[config.mk]
export PLATFORM = sky130hd
export DESIGN_NAME = vector_collector
export DESIGN_NICKNAME = d
export VERILOG_FILES = /design/src/rtl/vector_collector.sv
export SDC_FILE = /design/constraint.sdc
export NUM_CORES = 1
export LEC_CHECK = 0
export ABC_AREA = 1
export CAP_MARGIN = 20
export CORE_MARGIN = 2
export CORE_UTILIZATION = 45
export DETAILED_ROUTE_END_ITERATION = 8
export HOLD_SLACK_MARGIN = 0.12
export PLACE_DENSITY = 0.68
export SLEW_MARGIN = 40
export SYNTH_ARGS = -nofsm -noshare
export SYNTH_HDL_FRONTEND = slang
export SYNTH_SLANG_ARGS = --single-unit
export TNS_END_PERCENT = 5
[constraint.sdc]
create_clock -name clock -period 4.4 [get_ports clock]
set_clock_uncertainty 0.1 [all_clocks]
set_input_delay 0.88 -clock clock [delete_from_list [all_inputs] [get_ports clock]]
set_output_delay 0.88 -clock clock [all_outputs]
set_load 0.05 [all_outputs]
[src/rtl/vector_collector.sv]
// vector_collector
//   Receive end of the 4-lane serial row-mask link. Four 1-bit lanes are
//   captured over four beats and rebuilt into a 16-bit active-row mask. The
//   mask and its population count are reported, then the index of every set
//   bit is handed out, lowest first, over a valid/ready handshake.
//
//   state   | meaning
//   --------+---------------------------------------------------------------
//   IDLE    | waiting for rx_enable (only after it has been seen low)
//   CAPTURE | sampling beats 1..3 of the current frame
//   ISSUE   | presenting lowest remaining row on row_index/row_valid
//   DONE    | all rows issued (or empty mask); done pulses on the next cycle
//
// Ports
//   clock, reset_n        system clock, async active-low reset
//   rx_enable             beat qualifier from the transmitter
//   data_in1..data_in4    lanes 0..3
//   row_ready             downstream accepts the current row_index
//   abort                 synchronous flush back to IDLE
//   mask, mask_valid      captured mask and its one-cycle completion pulse
//   active_count          popcount of mask
//   row_valid, row_index  current row handshake
//   row_last              current row is the final remaining one
//   busy, done            not IDLE / all rows issued pulse

module vector_collector #(
    parameter int LANES = 4,
    parameter int BEATS = 4,
    parameter int IDX_W = 4
) (
    input  logic                       clock,
    input  logic                       reset_n,
    input  logic                       rx_enable,
    input  logic                       data_in1,
    input  logic                       data_in2,
    input  logic                       data_in3,
    input  logic                       data_in4,
    input  logic                       row_ready,
    input  logic                       abort,
    output logic [LANES*BEATS-1:0]     mask,
    output logic                       mask_valid,
    output logic [$clog2(LANES*BEATS+1)-1:0] active_count,
    output logic                       row_valid,
    output logic [IDX_W-1:0]           row_index,
    output logic                       row_last,
    output logic                       busy,
    output logic                       done
);

    localparam int MASK_W = LANES * BEATS;
    localparam int CNT_W  = $clog2(MASK_W + 1);
    localparam int BEAT_W = $clog2(BEATS);
    localparam logic [BEAT_W-1:0] LAST_BEAT = BEAT_W'(BEATS - 1);

    typedef enum logic [1:0] {
        IDLE    = 2'd0,
        CAPTURE = 2'd1,
        ISSUE   = 2'd2,
        DONE    = 2'd3
    } state_t;

    state_t              state_q, state_d;
    logic [BEAT_W-1:0]   beat_q;
    logic [MASK_W-1:0]   cap_q;
    logic [MASK_W-1:0]   mask_q;
    logic [MASK_W-1:0]   remaining_q;
    logic [CNT_W-1:0]    count_q;
    logic                mask_valid_q;
    logic                done_q;
    logic                seen_low_q;

    logic [LANES-1:0]    lanes;
    logic [MASK_W-1:0]   asm_mask;
    logic [IDX_W-1:0]    low_idx;
    logic                one_left;
    logic                capture_start;
    logic                sample;
    logic                frame_end;
    logic                frame_drop;
    logic                accept;

    function automatic logic [CNT_W-1:0] popcount(input logic [MASK_W-1:0] v);
        logic [CNT_W-1:0] c;
        c = '0;
        for (int i = 0; i < MASK_W; i++) begin
            c = c + CNT_W'(v[i]);
        end
        return c;
    endfunction

    assign lanes = {data_in4, data_in3, data_in2, data_in1};

    // Frame as it would look if the current lanes were written at beat_q.
    always_comb begin
        asm_mask = cap_q;
        asm_mask[beat_q*LANES +: LANES] = lanes;
    end

    // Descending scan so the lowest set bit is the one left standing.
    always_comb begin
        low_idx = '0;
        for (int i = MASK_W - 1; i >= 0; i--) begin
            if (remaining_q[i]) begin
                low_idx = IDX_W'(i);
            end
        end
    end

    assign one_left = (remaining_q != '0) &&
                      ((remaining_q & (remaining_q - MASK_W'(1))) == '0);

    always_ff @(posedge clock or negedge reset_n) begin
        if (!reset_n) begin
            state_q <= IDLE;
        end else begin
            state_q <= state_d;
        end
    end

    always_comb begin
        state_d       = state_q;
        capture_start = 1'b0;
        sample        = 1'b0;
        frame_end     = 1'b0;
        frame_drop    = 1'b0;
        accept        = 1'b0;
        case (state_q)
            IDLE: begin
                if (rx_enable && seen_low_q) begin
                    capture_start = 1'b1;
                    state_d       = CAPTURE;
                end
            end
            CAPTURE: begin
                if (rx_enable) begin
                    sample = 1'b1;
                    if (beat_q == LAST_BEAT) begin
                        frame_end = 1'b1;
                        state_d   = (asm_mask != '0) ? ISSUE : DONE;
                    end
                end else begin
                    frame_drop = 1'b1;
                    state_d    = IDLE;
                end
            end
            ISSUE: begin
                if (row_ready) begin
                    accept = 1'b1;
                    if (one_left) begin
                        state_d = DONE;
                    end
                end
            end
            DONE: begin
                state_d = IDLE;
            end
            default: begin
                state_d = IDLE;
            end
        endcase
        if (abort) begin
            state_d       = IDLE;
            capture_start = 1'b0;
            sample        = 1'b0;
            frame_end     = 1'b0;
            frame_drop    = 1'b0;
            accept        = 1'b0;
        end
    end

    // seen_low_q comes out of reset set: rx_enable is low while reset is held,
    // so the first frame after reset is accepted immediately.
    always_ff @(posedge clock or negedge reset_n) begin
        if (!reset_n) begin
            beat_q       <= '0;
            cap_q        <= '0;
            mask_q       <= '0;
            remaining_q  <= '0;
            count_q      <= '0;
            mask_valid_q <= 1'b0;
            done_q       <= 1'b0;
            seen_low_q   <= 1'b1;
        end else begin
            mask_valid_q <= frame_end;
            done_q       <= (state_q == DONE) && !abort;
            seen_low_q   <= capture_start ? 1'b0 : (seen_low_q | ~rx_enable);
            if (abort) begin
                beat_q      <= '0;
                remaining_q <= '0;
            end else begin
                if (capture_start) begin
                    cap_q[LANES-1:0] <= lanes;
                    beat_q           <= BEAT_W'(1);
                end
                if (sample) begin
                    cap_q <= asm_mask;
                    if (!frame_end) begin
                        beat_q <= beat_q + BEAT_W'(1);
                    end
                end
                if (frame_drop || state_q == DONE) begin
                    beat_q <= '0;
                end
                if (frame_end) begin
                    mask_q      <= asm_mask;
                    remaining_q <= asm_mask;
                    count_q     <= popcount(asm_mask);
                end
                if (accept) begin
                    remaining_q <= remaining_q & ~(MASK_W'(1) << low_idx);
                end
            end
        end
    end

    assign mask         = mask_q;
    assign mask_valid   = mask_valid_q;
    assign active_count = count_q;
    assign row_valid    = (state_q == ISSUE);
    assign row_index    = low_idx;
    assign row_last     = row_valid && one_left;
    assign busy         = (state_q != IDLE);
    assign done         = done_q;

endmodule
Yosys cells after proc, flatten, opt, wreduce, memory -nomap -nowiden
Index checks and enable logic that the tools add are counted.
{"block": "word_totals", "regBits": 60, "inputBits": 9, "out_inout_bits": 30, "word_cells": 114}
{"block": "classes", "add_sub_neg": 18, "eq_ne": 8, "shift": 3, "mux": 52, "bitwise_logic": 6, "n_reduce_logical": 17}
{"cell": "2-to-1 mux 4 bit", "n": 18}
{"cell": "adder 5 x 1 -> 5 bit", "n": 11}
{"cell": "2-to-1 mux 16 bit", "n": 3}
{"cell": "negation 4 -> 34 bit", "n": 1}
{"cell": "variable shift 4 x 34 -> 16 bit (first input constant)", "n": 1}
{"cell": "variable part select 4 x 34 -> 16 bit", "n": 1}
{"cell": "bitwise AND 16 bit", "n": 2}
{"cell": "nonzero test 16 bit", "n": 2}
{"cell": "2-to-1 mux 2 bit", "n": 11}
{"cell": "2-to-1 mux 1 bit", "n": 18}
{"cell": "bitwise mux 16 bit", "n": 1}
{"cell": "zero test 16 bit", "n": 1}
{"cell": "inverter 16 bit", "n": 1}
{"cell": "left shift 1 x 4 -> 16 bit (first input constant)", "n": 1}
{"cell": "subtractor 16 x 1 -> 16 bit (second input constant)", "n": 1}
{"cell": "case mux 2 bit (4 select lines)", "n": 1}
{"cell": "equality test 2 bit (second input constant)", "n": 3}
{"cell": "!= test 3 bit (second input constant)", "n": 2}
{"cell": "AND reduction 2 bit", "n": 3}
{"cell": "adder 4 x 1 -> 5 bit", "n": 1}
{"cell": "adder 3 x 1 -> 4 bit", "n": 1}
{"cell": "logical AND 1 bit", "n": 4}
{"cell": "!= test 4 bit (second input constant)", "n": 1}
{"cell": "AND reduction 4 bit", "n": 1}
{"cell": "other kinds (12)", "n": 14}

Depth between registers and ports, before layout
Gate-level depths: netlist of run 1.
{"block": "logic_depth", "word_depth": 21, "mapped_depth": 21, "mapped_depth_nobuf": 20}

Worst setup path after synthesis of run 1
Ideal clock, no wire load.
{"block": "synth_timing", "kind": "flip-flop to flip-flop", "from": "register beat_q[0]", "to": "register count_q[4], in the netlist active_count[4]", "setup_time_ps": 76, "arrival_ps": 4409, "required_time_ps": 4224, "path_slack_ps": -185, "path_stages_with_launch": 19, "n_path_buf": 1, "period_less_slack_ps": 4585, "path_cell_list": "dfrtp_1 inv_2 ha_1 buf_2 nor2_1 nand3_1 o22ai_1 fa_1 fa_1 inv_1 fa_1 fa_1 inv_1 ha_1 inv_1 fa_1 nor2_1 o21ai_0 o21ai_1"}
{"block": "synth_between", "elab_chain_len": 18, "elab_cells_between_ends": 25, "classes_between": "16 x add/sub; 1 x eq/ne; 2 x shift; 5 x mux; 1 x reduce/logical"}
{"element": "start, declared", "line_no": "63", "rtl": "logic [BEAT_W-1:0] beat_q;"}
{"element": "start signal, assigned", "line_no": "198", "rtl": "beat_q <= beat_q + BEAT_W'(1);"}
{"element": "negation 4 -> 34 bit (*)", "line_no": "96", "rtl": "asm_mask[beat_q*LANES +: LANES] = lanes;"}
{"element": "variable part select 4 x 34 -> 16 bit or variable shift 4 x 34 -> 16 bit (tied branches)", "line_no": "96"}
{"element": "bitwise mux 16 bit (*)", "line_no": "96"}
{"element": "via asm_mask[0]", "line_no": "73", "rtl": "logic [MASK_W-1:0] asm_mask;"}
{"element": "adder 1 x 1 -> 2 bit (*)", "line_no": "86", "rtl": "c = c + CNT_W'(v[i]);"}
{"element": "adder 2 x 1 -> 3 bit (*)", "line_no": "86"}
{"element": "adder 3 x 1 -> 4 bit (*)", "line_no": "86"}
{"element": "adder 4 x 1 -> 5 bit (*)", "line_no": "86"}
{"element": "adder 5 x 1 -> 5 bit (*) (11 in series)", "line_no": "86"}
{"element": "end signal, assigned", "line_no": "207", "rtl": "count_q <= popcount(asm_mask);"}
{"element": "end, declared", "line_no": "67", "rtl": "logic [CNT_W-1:0] count_q;"}
Mark *: on every way through the listed nets, which the timed path passes. The rest lies on a longest branch.
A chain may end at the register's enable or synchronous reset.

Worst setup path in the final report of run 1
{"block": "layout_timing", "from": "register beat_q[0]", "to": "register count_q[4], in the netlist active_count[4]"}
{"block": "layout_between", "elab_chain_len": 18, "elab_cells_between_ends": 25, "classes_between": "16 x add/sub; 1 x eq/ne; 2 x shift; 5 x mux; 1 x reduce/logical"}
{"element": "negation 4 -> 34 bit", "line_no": "96"}
{"element": "variable part select 4 x 34 -> 16 bit or variable shift 4 x 34 -> 16 bit (tied branches)", "line_no": "96"}
{"element": "bitwise mux 16 bit", "line_no": "96"}
{"element": "adder 1 x 1 -> 2 bit", "line_no": "86"}
{"element": "adder 2 x 1 -> 3 bit", "line_no": "86"}
{"element": "adder 3 x 1 -> 4 bit", "line_no": "86"}
{"element": "adder 4 x 1 -> 5 bit", "line_no": "86"}
{"element": "adder 5 x 1 -> 5 bit (11 in series)", "line_no": "86"}
Several ways; a longest one is shown, not always the timed one.

==> results of run 1 <==
## metrics by stage
stage / setup WS [ns] / hold WS [ns] / std cells / TNS [ns]
6_report: 0.04097 / 0.3856 / 700 / 0
2_1_floorplan: 0.004987 / 0.3493 / 512 / 0
3_5_place_dp: -0.5276 / 0.3699 / 682 / -1.956
4_1_cts: 0.003148 / 0.3890 / 699 / 0
3_3_place_gp: -0.4856 / 0.3613 / 682 / -1.814
5_1_grt: -0.1215 / 0.4074 / 700 / -0.3839
## registers in the layout (all words and copies together), names as in the netlist
name and cells:
mask_valid 1, active_count 5, cap_q 16, remaining_q 16, seen_low_q 1, state_q 2
beat_q 2, done 1, mask 16
## kinds of logic (layout without fill, tap and decap cells)
group,Yosys count,after routing,share of synthesized area [%]
compound gates,104,104,15.92
xor+xnor,2,2,0.4485
buf+inv,88,171,9.737
simple gates,236,236,26.46
fa+ha+maj,22,22,8.968
flops,60,60,38.47
## layout make-up
class / count / share of cell area (%)
Tap cell: 105 / 2.651
Multi-Input combinational cell: 364 / 43.45
Timing Repair Buffer: 79 / 14.01
Clock buffer: 10 / 2.777
Clock inverter: 6 / 0.9594
Inverter: 76 / 5.807
Sequential cell: 60 / 30.35
## synthesized netlist by cell type
| cell type | n |
|---|---|
| buf_2 | 4 |
| clkbuf_1 | 2 |
| a21boi_0 | 2 |
| o21ai_0 | 31 |
| xor2_1 | 2 |
| o22ai_2 | 2 |
| nand3_2 | 1 |
| o21ai_2 | 7 |
| nor2_4 | 5 |
| nand2_1 | 137 |
| nor2_8 | 1 |
| nor3_1 | 5 |
| nand2_4 | 1 |
| o211ai_1 | 5 |
| a22oi_1 | 1 |
| dfrtp_1 | 59 |
| inv_1 | 69 |
| nor2_2 | 5 |
| a221oi_2 | 1 |
| a31oi_1 | 1 |
| nor2_1 | 47 |
| o221a_2 | 1 |
| nor4_1 | 1 |
| fa_1 | 10 |
| nand2_2 | 6 |
| buf_6 | 6 |
| o21ai_1 | 26 |
| inv_2 | 7 |
| ha_1 | 12 |
| o31ai_1 | 1 |
| a21oi_1 | 15 |
| nand3b_1 | 1 |
| nand4_1 | 6 |
| nand3_1 | 20 |
| o22ai_1 | 10 |
| o211ai_2 | 1 |
| dfstp_2 | 1 |
## power by group through the flow
stage | sequential, mW | combinational (mW) | clock (mW)
after floorplan | 0.640 | 0.654 | 0
after CTS | 0.628 | 1.07 | 0.483
final | 0.629 | 1.10 | 0.474
after detailed placement | 0.639 | 1.02 | 0
after global routing | 0.635 | 1.21 | 0.509
after global placement | 0.638 | 1.01 | 0
## routing by layer
| layer | global-route usage, % | vias to the layer above | routed length, um |
|---|---|---|---|
| li1 | - | 1808 | - |
| met1 | 31.58 | 1743 | 4963 |
| met2 | 37.50 | 86 | 5075 |
| met3 | 3.525 | 14 | 409 |
| met4 | 8.126 | 0 | 150 |
| met5 | 0 | - | 0 |
## worst min-delay path, stage by stage (launching register included)
cell and delay, ns:
dfrtp_1 0.35, nand2_1 0.05, nand2_1 0.06
## worst max-delay path by stage
stage / from / endpoint / slack (ns) / cells after the start
3_3_place_gp: data_in2 / active_count[4] / -0.49 / 15
6_report: beat_q[0] / active_count[4] / 0.04 / 19
4_1_cts: beat_q[1] / active_count[3] / 0.003 / 18
5_1_grt: beat_q[0] / active_count[2] / -0.12 / 18
2_1_floorplan: beat_q[0] / active_count[4] / 0.005 / 18
3_5_place_dp: data_in2 / active_count[4] / -0.53 / 15
## what timing repair did
item | in CTS | in global routing
endpoints found under the hold margin | 0 | 0
setup endpoints to repair | 4 | 4
setup buffers | 1 | 1
resized for setup | 20 | 14
cloned | 0 | 0
pin swaps | 13 | 9
==> results.md, run 1 <==
- Starting Density: 47.07%
- CP delay by family, top: adder cells
- Seq/Total Area, Yosys: 38.47%
- Core area: 8299 sq um
- Post-route cell area: 4956 sq um
- Synth Register Bits: 60
- GRT Util Overall: a little under a quarter
- Min-delay src: mask[2]
- H-tree Lvls: 3
- First-pass GRT wire length: 17680 um
- Nets@finish: 621
- Slowest stage delay, CP: 0.55 ns
- Power share of the clock group: 21.6%
- DRT Pass-1 Iters: 5
- Worst Setup Start Kind: flop
- Pleak: 2.397 nW
- Syn_nets: roughly 540
- Post-route minimum period: ~4.4 ns
- Most common cell after layout, fill and taps aside: nand2_1
- Cell count after synthesis: 512
- Worst path arrival time: 4.54 ns
- Cell Rows: 33
- Placed cell area: 4623 sq um
- Max Clk Rate: around 230 MHz
- Layout cells sized above 1: 20.34%
- Drt total wl: between 10000 and 15000 um
- Die width: 97.17 um
- RSZ-0062 raised after global routing: yes
- Area of the multi-input gates: 2153 sq um
- Final Cycle Share: 99.07%
- Vias in the first global route: roughly 3600
- Clock slew at reported path FFs: approximately 0.080 ns
- Final setup fails: 0
- Commonest non-fill, non-tap cells in the layout: 135 x nand2_1, 65 x inv_1, 58 x dfrtp_1, 45 x nor2_1, 39 x buf_4
- GRT Residual Overflow: 0
- Initial antenna violation count: 0
- Worst Hold Class: flop to flop
- Capturing point of the worst reg2reg path: active_count[4]
- Synth area leader: dfrtp_1
- ANT nets after route: 0
- Synth area leaders: dfrtp_1 38%, nand2_1 13%, inv_1 6.6%
- Switch Pwr: 0.9169 mW
- CP Capture Type: flop
- Final hold vios: 0
- Setup Crit Path Kind: flop to flop
- Ports: 39
- Die Footprint: between 9000 and 10000 sq um
- Gpl congestion: 0.9431
- Worst skew pair latency: 0.36 ns
- FILL cells: 742
- Power share of the sequential group: 28.6%
- CP Buf/Inv Count: 6
- Synth Warn #: 0
- Slew headroom: 58.81%
- CTS Hold Buffers Added: 0
- Worst-Margin Slew: slightly above 0.6 ns
- VDD IR-drop max: 306.1 uV
- Vias per inst: 5.216
- Clk sink count: 60
- Netlist Area Pre-Place: about 4000 sq um
- Pin count of the biggest net entering global routing: 39
- Pwr Density: 443.9 nW/um^2
- Initial DRC Count: 230
- IO buf count: 38
- Slew Limit Fails: 0
- Reg-to-reg startpoint: beat_q[0]
- Vias post-DR: 3651
- Crit path max-delay cell type: fa_1
- Area share of the largest cell type after synthesis: 37.80%
- Area delta synth->final: 26.87%
- Final Util: 59.72%
- Hold EP: mask[2]
- Max Cap Viol: 0
- DP HPWL: 7776 um
- Power after layout: 2.200 mW
- CP cell instances: inv_4 -> ha_4 -> buf_4 -> inv_1 -> nor2_1 -> nand3b_1 -> nand2_2 -> inv_2 -> fa_1 -> fa_1 -> fa_2 -> fa_1 -> inv_1 -> ha_2 -> inv_1 -> fa_2 -> nor2_1 -> o21ai_0 -> o21ai_1
- DRC Markers: 0
- Hold path depth: 2
- Crit Path Max Fanout: 4
- TritonCTS Buffers: 9
- Clock Tree Root: clkbuf_8
- WP data required: 4.59 ns
- R2R Setup Slk: between 0.04 and 0.05 ns
- Clock Path Buffers: 2
- Switch share: 41.68%
- Syn_area_per_cell: 7.629 sq um
- Cell variety after synth: 37
- Status: finished, final reports clean
- Die height: just under 100 um
- Register area: 1504 sq um
- CTS tree: built
- Wire per inst: 15.14 um
- Antenna diodes: 0
- Gate power share: about half
- Power Internal: around 1.3 mW
- Worst Reg-to-Reg Cells: 19
No activity file was read; power rests on OpenSTA's default activity.
==> run 2: changes to the inputs <==
--- a/config.mk
+++ b/config.mk
@@ -8,10 +8,10 @@
 export ABC_AREA = 1
 export CAP_MARGIN = 20
 export CORE_MARGIN = 2
-export CORE_UTILIZATION = 45
+export CORE_UTILIZATION = 52
 export DETAILED_ROUTE_END_ITERATION = 8
 export HOLD_SLACK_MARGIN = 0.12
-export PLACE_DENSITY = 0.68
+export PLACE_DENSITY = 0.77
 export SLEW_MARGIN = 40
 export SYNTH_ARGS = -nofsm -noshare
 export SYNTH_HDL_FRONTEND = slang
==> run 2 against run 1 <==
- sequential share of layout area shrank 0.42 points
- non-clock buffer count up 6
- final cell count unchanged
- register-to-register slack hardly changed
- global-route usage up 4.5 points
- clock power increased by 9.3%
- wire length is 3.7% higher
- cell area increased by 1.4%
- count of clock-buffer cells in the layout increased by 2
- flip-flop and latch count unchanged
- largest cell class unchanged
==> results.md, run 2 (synthesis gave the netlist of run 1 again) <==
- Status: finished, final reports clean
- Worst skew pair latency: 0.35 ns
- Slew Limit Fails: 0
- Vias per inst: 5.440
- Slowest stage delay, CP: 0.57 ns
- Initial DRC Count: 267
- CP cell instances: inv_4 -> buf_6 -> ha_4 -> nor2_4 -> nand2_4 -> o21ai_4 -> fa_1 -> fa_1 -> inv_2 -> fa_2 -> fa_1 -> inv_2 -> ha_4 -> inv_2 -> fa_2 -> nor2_2 -> o21ai_1 -> o21ai_1
- RSZ-0062 raised after global routing: yes
- Drt total wl: roughly 11000 um
- Vias in the first global route: 3710
- Die height: 90.67 um
- First-pass GRT wire length: 18000 um
- Setup Crit Path Kind: flop to flop
- Area of the multi-input gates: 2162 sq um
- WP data required: 4.57 ns
- Clock Path Buffers: 2
- DP HPWL: 7748 um
- Gpl congestion: 0.9384
- DRC Markers: 0
- Vias post-DR: 3808
- Crit Path Max Fanout: 5
- Die width: 90.67 um
- Worst-Margin Slew: about 0.79 ns
- Fin Hold WS: approximately 0.37 ns
- Layout cells sized above 1: 22.30%
- Most common cell after layout, fill and taps aside: nand2_1
- Final setup margin: approximately 0.040 ns
- Core area: around 7300 sq um
- Nets@finish: about 630
- GRT Util Overall: 27.62%
- Pwr Density: 467.8 nW/um^2
- Die Footprint: 8221 sq um
- DRT Pass-1 Iters: 5
- Initial antenna violation count: 0
- H-tree Lvls: 3
- Area delta synth->final: 28.64%
- Worst path arrival time: around 4.5 ns
- Commonest non-fill, non-tap cells in the layout: 134 x nand2_1, 60 x inv_1, 58 x dfrtp_1, 43 x nor2_1, 43 x buf_4
- GRT Residual Overflow: 0
- Cell Rows: 31
- Dpl ws: -0.5877 ns
- Max Cap Viol: 0
- Wire per inst: approximately 16 um
- Worst Setup Start Kind: flop
- Final Util: 69.28%
- TritonCTS Buffers: 9
- Starting Density: 53.86%
- Max Clk Rate: 229.4 MHz
- FILL cells: 590
- Post-route minimum period: 4.360 ns
- VDD IR-drop max: 296.8 uV
- Worst Hold Class: flop to flop
- Crit path max-delay cell type: fa_1
- CP Buf/Inv Count: 5
- Clk sink count: 60
- Clock Tree Root: clkbuf_8
- CP delay by family, top: adder cells
- Final hold vios: 0
- ANT nets after route: 0
- CP Capture Type: flop
- Ports: 39
- Pleak: approximately 2.4 nW
- Clock slew at reported path FFs: 0.07 ns
- Final Cycle Share: 99.09%
- Antenna diodes: 0
- Pin count of the biggest net entering global routing: 39
- CTS tree: built
- Register area: between 1500 and 2000 sq um
- IO buf count: 38
- Slew headroom: 47.35%
- Final setup fails: 0
## run 2: layer usage
layer / GRT usage, % / wire (um) / up-vias
met5: 0 / 0 / -
met4: 11.03 / 297 / 0
met3: 3.756 / 637 / 32
met2: 46.27 / 5473 / 139
met1: 36.26 / 4583 / 1829
li1: - / - / 1808
## run 2: path summary, 6_finish.rpt
path | depth (start not counted) | startpoint | slack [ns] | endpoint
max | 18 | beat_q[0] | 0.04 | active_count[4]
min | 2 | seen_low_q | 0.37 | seen_low_q
max reg2reg | 18 | beat_q[0] | 0.04 | active_count[4]
min reg2reg | 2 | seen_low_q | 0.37 | seen_low_q
max in group asynchronous | 2 | reset_n | 2.91 | mask[3]
min in group asynchronous | 1 | reset_n | 0.41 | done
## run 2: power by group
part / switching, mW / internal (mW)
Clock: 0.228 / 0.291
Sequential: 0.0318 / 0.598
Combinational: 0.685 / 0.517
Total: 0.944 / 1.41
## run 2: stage by stage
stage               setup TNS [ns]  total power, mW  cells  cell area (sq um)
detailed placement          -2.139            1.662    672               4586
global placement            -1.852            1.626    672               4586
finish                           0            2.350    700               5025
floorplan                        0            1.294    512               3919
CTS                              0            2.298    697               4936
global route               -0.1765            2.504    700               5025
## run 2: layout make-up
class,count,share of cell area (%)
clock buffers,12,3.088
well taps,99,2.465
clock inverters,4,0.9462
flip-flops and latches,60,29.93
inverters,76,5.827
multi-input cells,364,43.03
repair buffers,85,14.72
## run 2: worst min-delay path, stage by stage (launching register included)
cell	delay, ns
dfstp_2	0.38
nand2_1	0.06
nand2_1	0.04
## run 2: repair_timing
action / 4_1_cts / 5_1_grt
gates resized for setup: 21 / 27
hold buffers: 0 / 0
pin swaps: 9 / 26
buffers inserted: 9 / 3
endpoints found under the setup margin: 4 / 4
hold endpoints to repair: 0 / 0
==> run 3: changes to the inputs <==
--- a/config.mk
+++ b/config.mk
@@ -7,7 +7,6 @@
 export LEC_CHECK = 0
 export ABC_AREA = 1
 export CAP_MARGIN = 20
-export CORE_MARGIN = 2
 export CORE_UTILIZATION = 52
 export DETAILED_ROUTE_END_ITERATION = 8
 export HOLD_SLACK_MARGIN = 0.12
==> run 3 against run 2 <==
- wire length down 2.3%
- non-clock buffer count rose by 4
- first-iteration DRC count rose by 3.7%
- register-to-register slack gained 0.07 ns
- worst setup slack better by 0.065 ns
- via count is 0.89% lower
- cell area rose by 0.57%
- utilization grew 0.40 points
- clock power down 1%
- critical endpoint is now active_count[1]
==> results.md, run 3 (synthesis gave the netlist of run 1 again) <==
- Initial DRC Count: 277
- First-pass GRT wire length: 17010 um
- CTS Hold Buffers Added: 0
- Clock Tree Root: clkbuf_8
- GRT Util Overall: between 20% and 30%
- Status: finished, final reports clean
- Fin Hold WS: around 0.37 ns
- Layout cells sized above 1: 21.65%
- Power after layout: 2.408 mW
- DP HPWL: 7679 um
- ANT nets after route: 0
- VDD IR-drop max: 432.4 uV
- Final Util: 69.67%
- Clock slew at reported path FFs: about 0.070 ns
- WP data required: 4.52 ns
- Gpl congestion: 0.9184
- Worst skew pair latency: 0.35 ns
- Clock Path Buffers: 2
- H-tree Lvls: 3
- Die Footprint: between 7000 and 8000 sq um
- Ports: 39
- Die height: around 90 um
- DRC Markers: 0
- Vias in the first global route: 3490
- Final hold vios: 0
- Starting Density: a little over half
- CP Capture Type: flop
- Wire per inst: 15.26 um
- TNS Setup: 0 ns
- Vias post-DR: 3774
- Cell Rows: 31
- Die width: 88.67 um
- Worst Setup Start Kind: flop
- CP startpoint: beat_q[1]
- Slew headroom: between 40% and 50%
- Final Cycle Share: between 90% and 100%
- Initial antenna violation count: 0
- Antenna diodes: 0
- Final setup fails: 0
- Pleak: 2.440 nW
- Drt total wl: ~11000 um
- Reg-to-reg startpoint: beat_q[1]
- Post-route minimum period: 4.294 ns
- Nets@finish: approximately 630
- Worst path arrival time: 4.41 ns
- CTS tree: built
- GRT Residual Overflow: 0
- Max Cap Viol: 0
- Area delta synth->final: 29.37%
- Setup Crit Path Kind: flop to flop
- TritonCTS Buffers: 9
- Max Clk Rate: 232.9 MHz
- Pwr Density: 476.5 nW/um^2
- Clk sink count: 60
- Slew Limit Fails: 0
- Vias per inst: 5.361
- FILL cells: 585
- IO buf count: 38
- Most common cell after layout, fill and taps aside: nand2_1
- Crit Path Max Fanout: 4
- Min-delay src: seen_low_q
- Commonest non-fill, non-tap cells in the layout: 135 x nand2_1, 63 x inv_1, 58 x dfrtp_1, 46 x buf_4, 44 x nor2_1
- Pin count of the biggest net entering global routing: 39
- Worst-Margin Slew: 0.7807 ns
- Core area: between 7000 and 8000 sq um
- DRT Pass-1 Iters: 5
- Worst Hold Class: flop to flop
[run 3: cell count changes in the layout (fill, tap and decap cells not counted), sizes merged]
cell           delta
clkinvlp          -1
buf               +4
clkbuf            +1
clkinv            -1
clkdlybuf4s15     +1
[run 3: metrics by stage]
step,area [sq um],setup WS [ns],cells
finish,5054,0.1055,704
global route,5054,-0.06882,704
CTS,4898,0.02579,700
detailed placement,4608,-0.5686,675
global placement,4608,-0.5089,675
floorplan,3919,0.004987,512
[run 3: per-layer routing]
layer | GRT usage [%] | share of wire, %
met4 | 11.44 | 2.7
met5 | 0 | 0
met2 | 46.22 | 49
met3 | 4.384 | 5.0
met1 | 40.01 | 44
[run 3: cell type report]
class | count | area [sq um] | share of cell area [%]
clock buffer | 14 | 162.7 | 3.219
clock inverter | 2 | 35.03 | 0.6932
inverter | 76 | 287.8 | 5.694
multi-input combinational | 364 | 2162 | 42.78
sequential | 60 | 1504 | 29.76
tap | 99 | 123.9 | 2.451
timing repair buffer | 89 | 778.2 | 15.40
[run 3: report_power, final]
group / total (mW) / switching [mW] / internal [mW] / leakage, nW
clock: 0.512 / 0.219 / 0.293 / 0.101
sequential: 0.631 / 0.0323 / 0.598 / 0.818
combinational: 1.27 / 0.699 / 0.566 / 1.52
total: 2.41 / 0.951 / 1.46 / 2.44
[run 3: critical path, cell delays in order, from the launching register on]
cell and delay [ns]:
dfrtp_1 0.40, inv_2 0.09, buf_6 0.11, ha_1 0.22, inv_1 0.11, nand2_1 0.11
o21ai_4 0.08, fa_1 0.52, fa_1 0.56, inv_1 0.05, fa_2 0.54, fa_1 0.41
inv_2 0.08, ha_4 0.14, inv_2 0.04, fa_2 0.52, o21ai_1 0.07
[run 3: what timing repair did]
item,4_1_cts,5_1_grt
setup endpoints to repair,4,4
gates resized for setup,7,34
buffers inserted,9,4
pin swaps,3,25
[run 3: worst paths after layout]
path                       cells past startpoint              end  slack (ns)
setup reg to reg                              16  active_count[1]        0.11
max in group asynchronous                      2         cap_q[8]        2.87
hold / removal                                 2       seen_low_q        0.37
hold reg to reg                                2       seen_low_q        0.37
min in group asynchronous                      1             done        0.45
setup / recovery                              16  active_count[1]        0.11
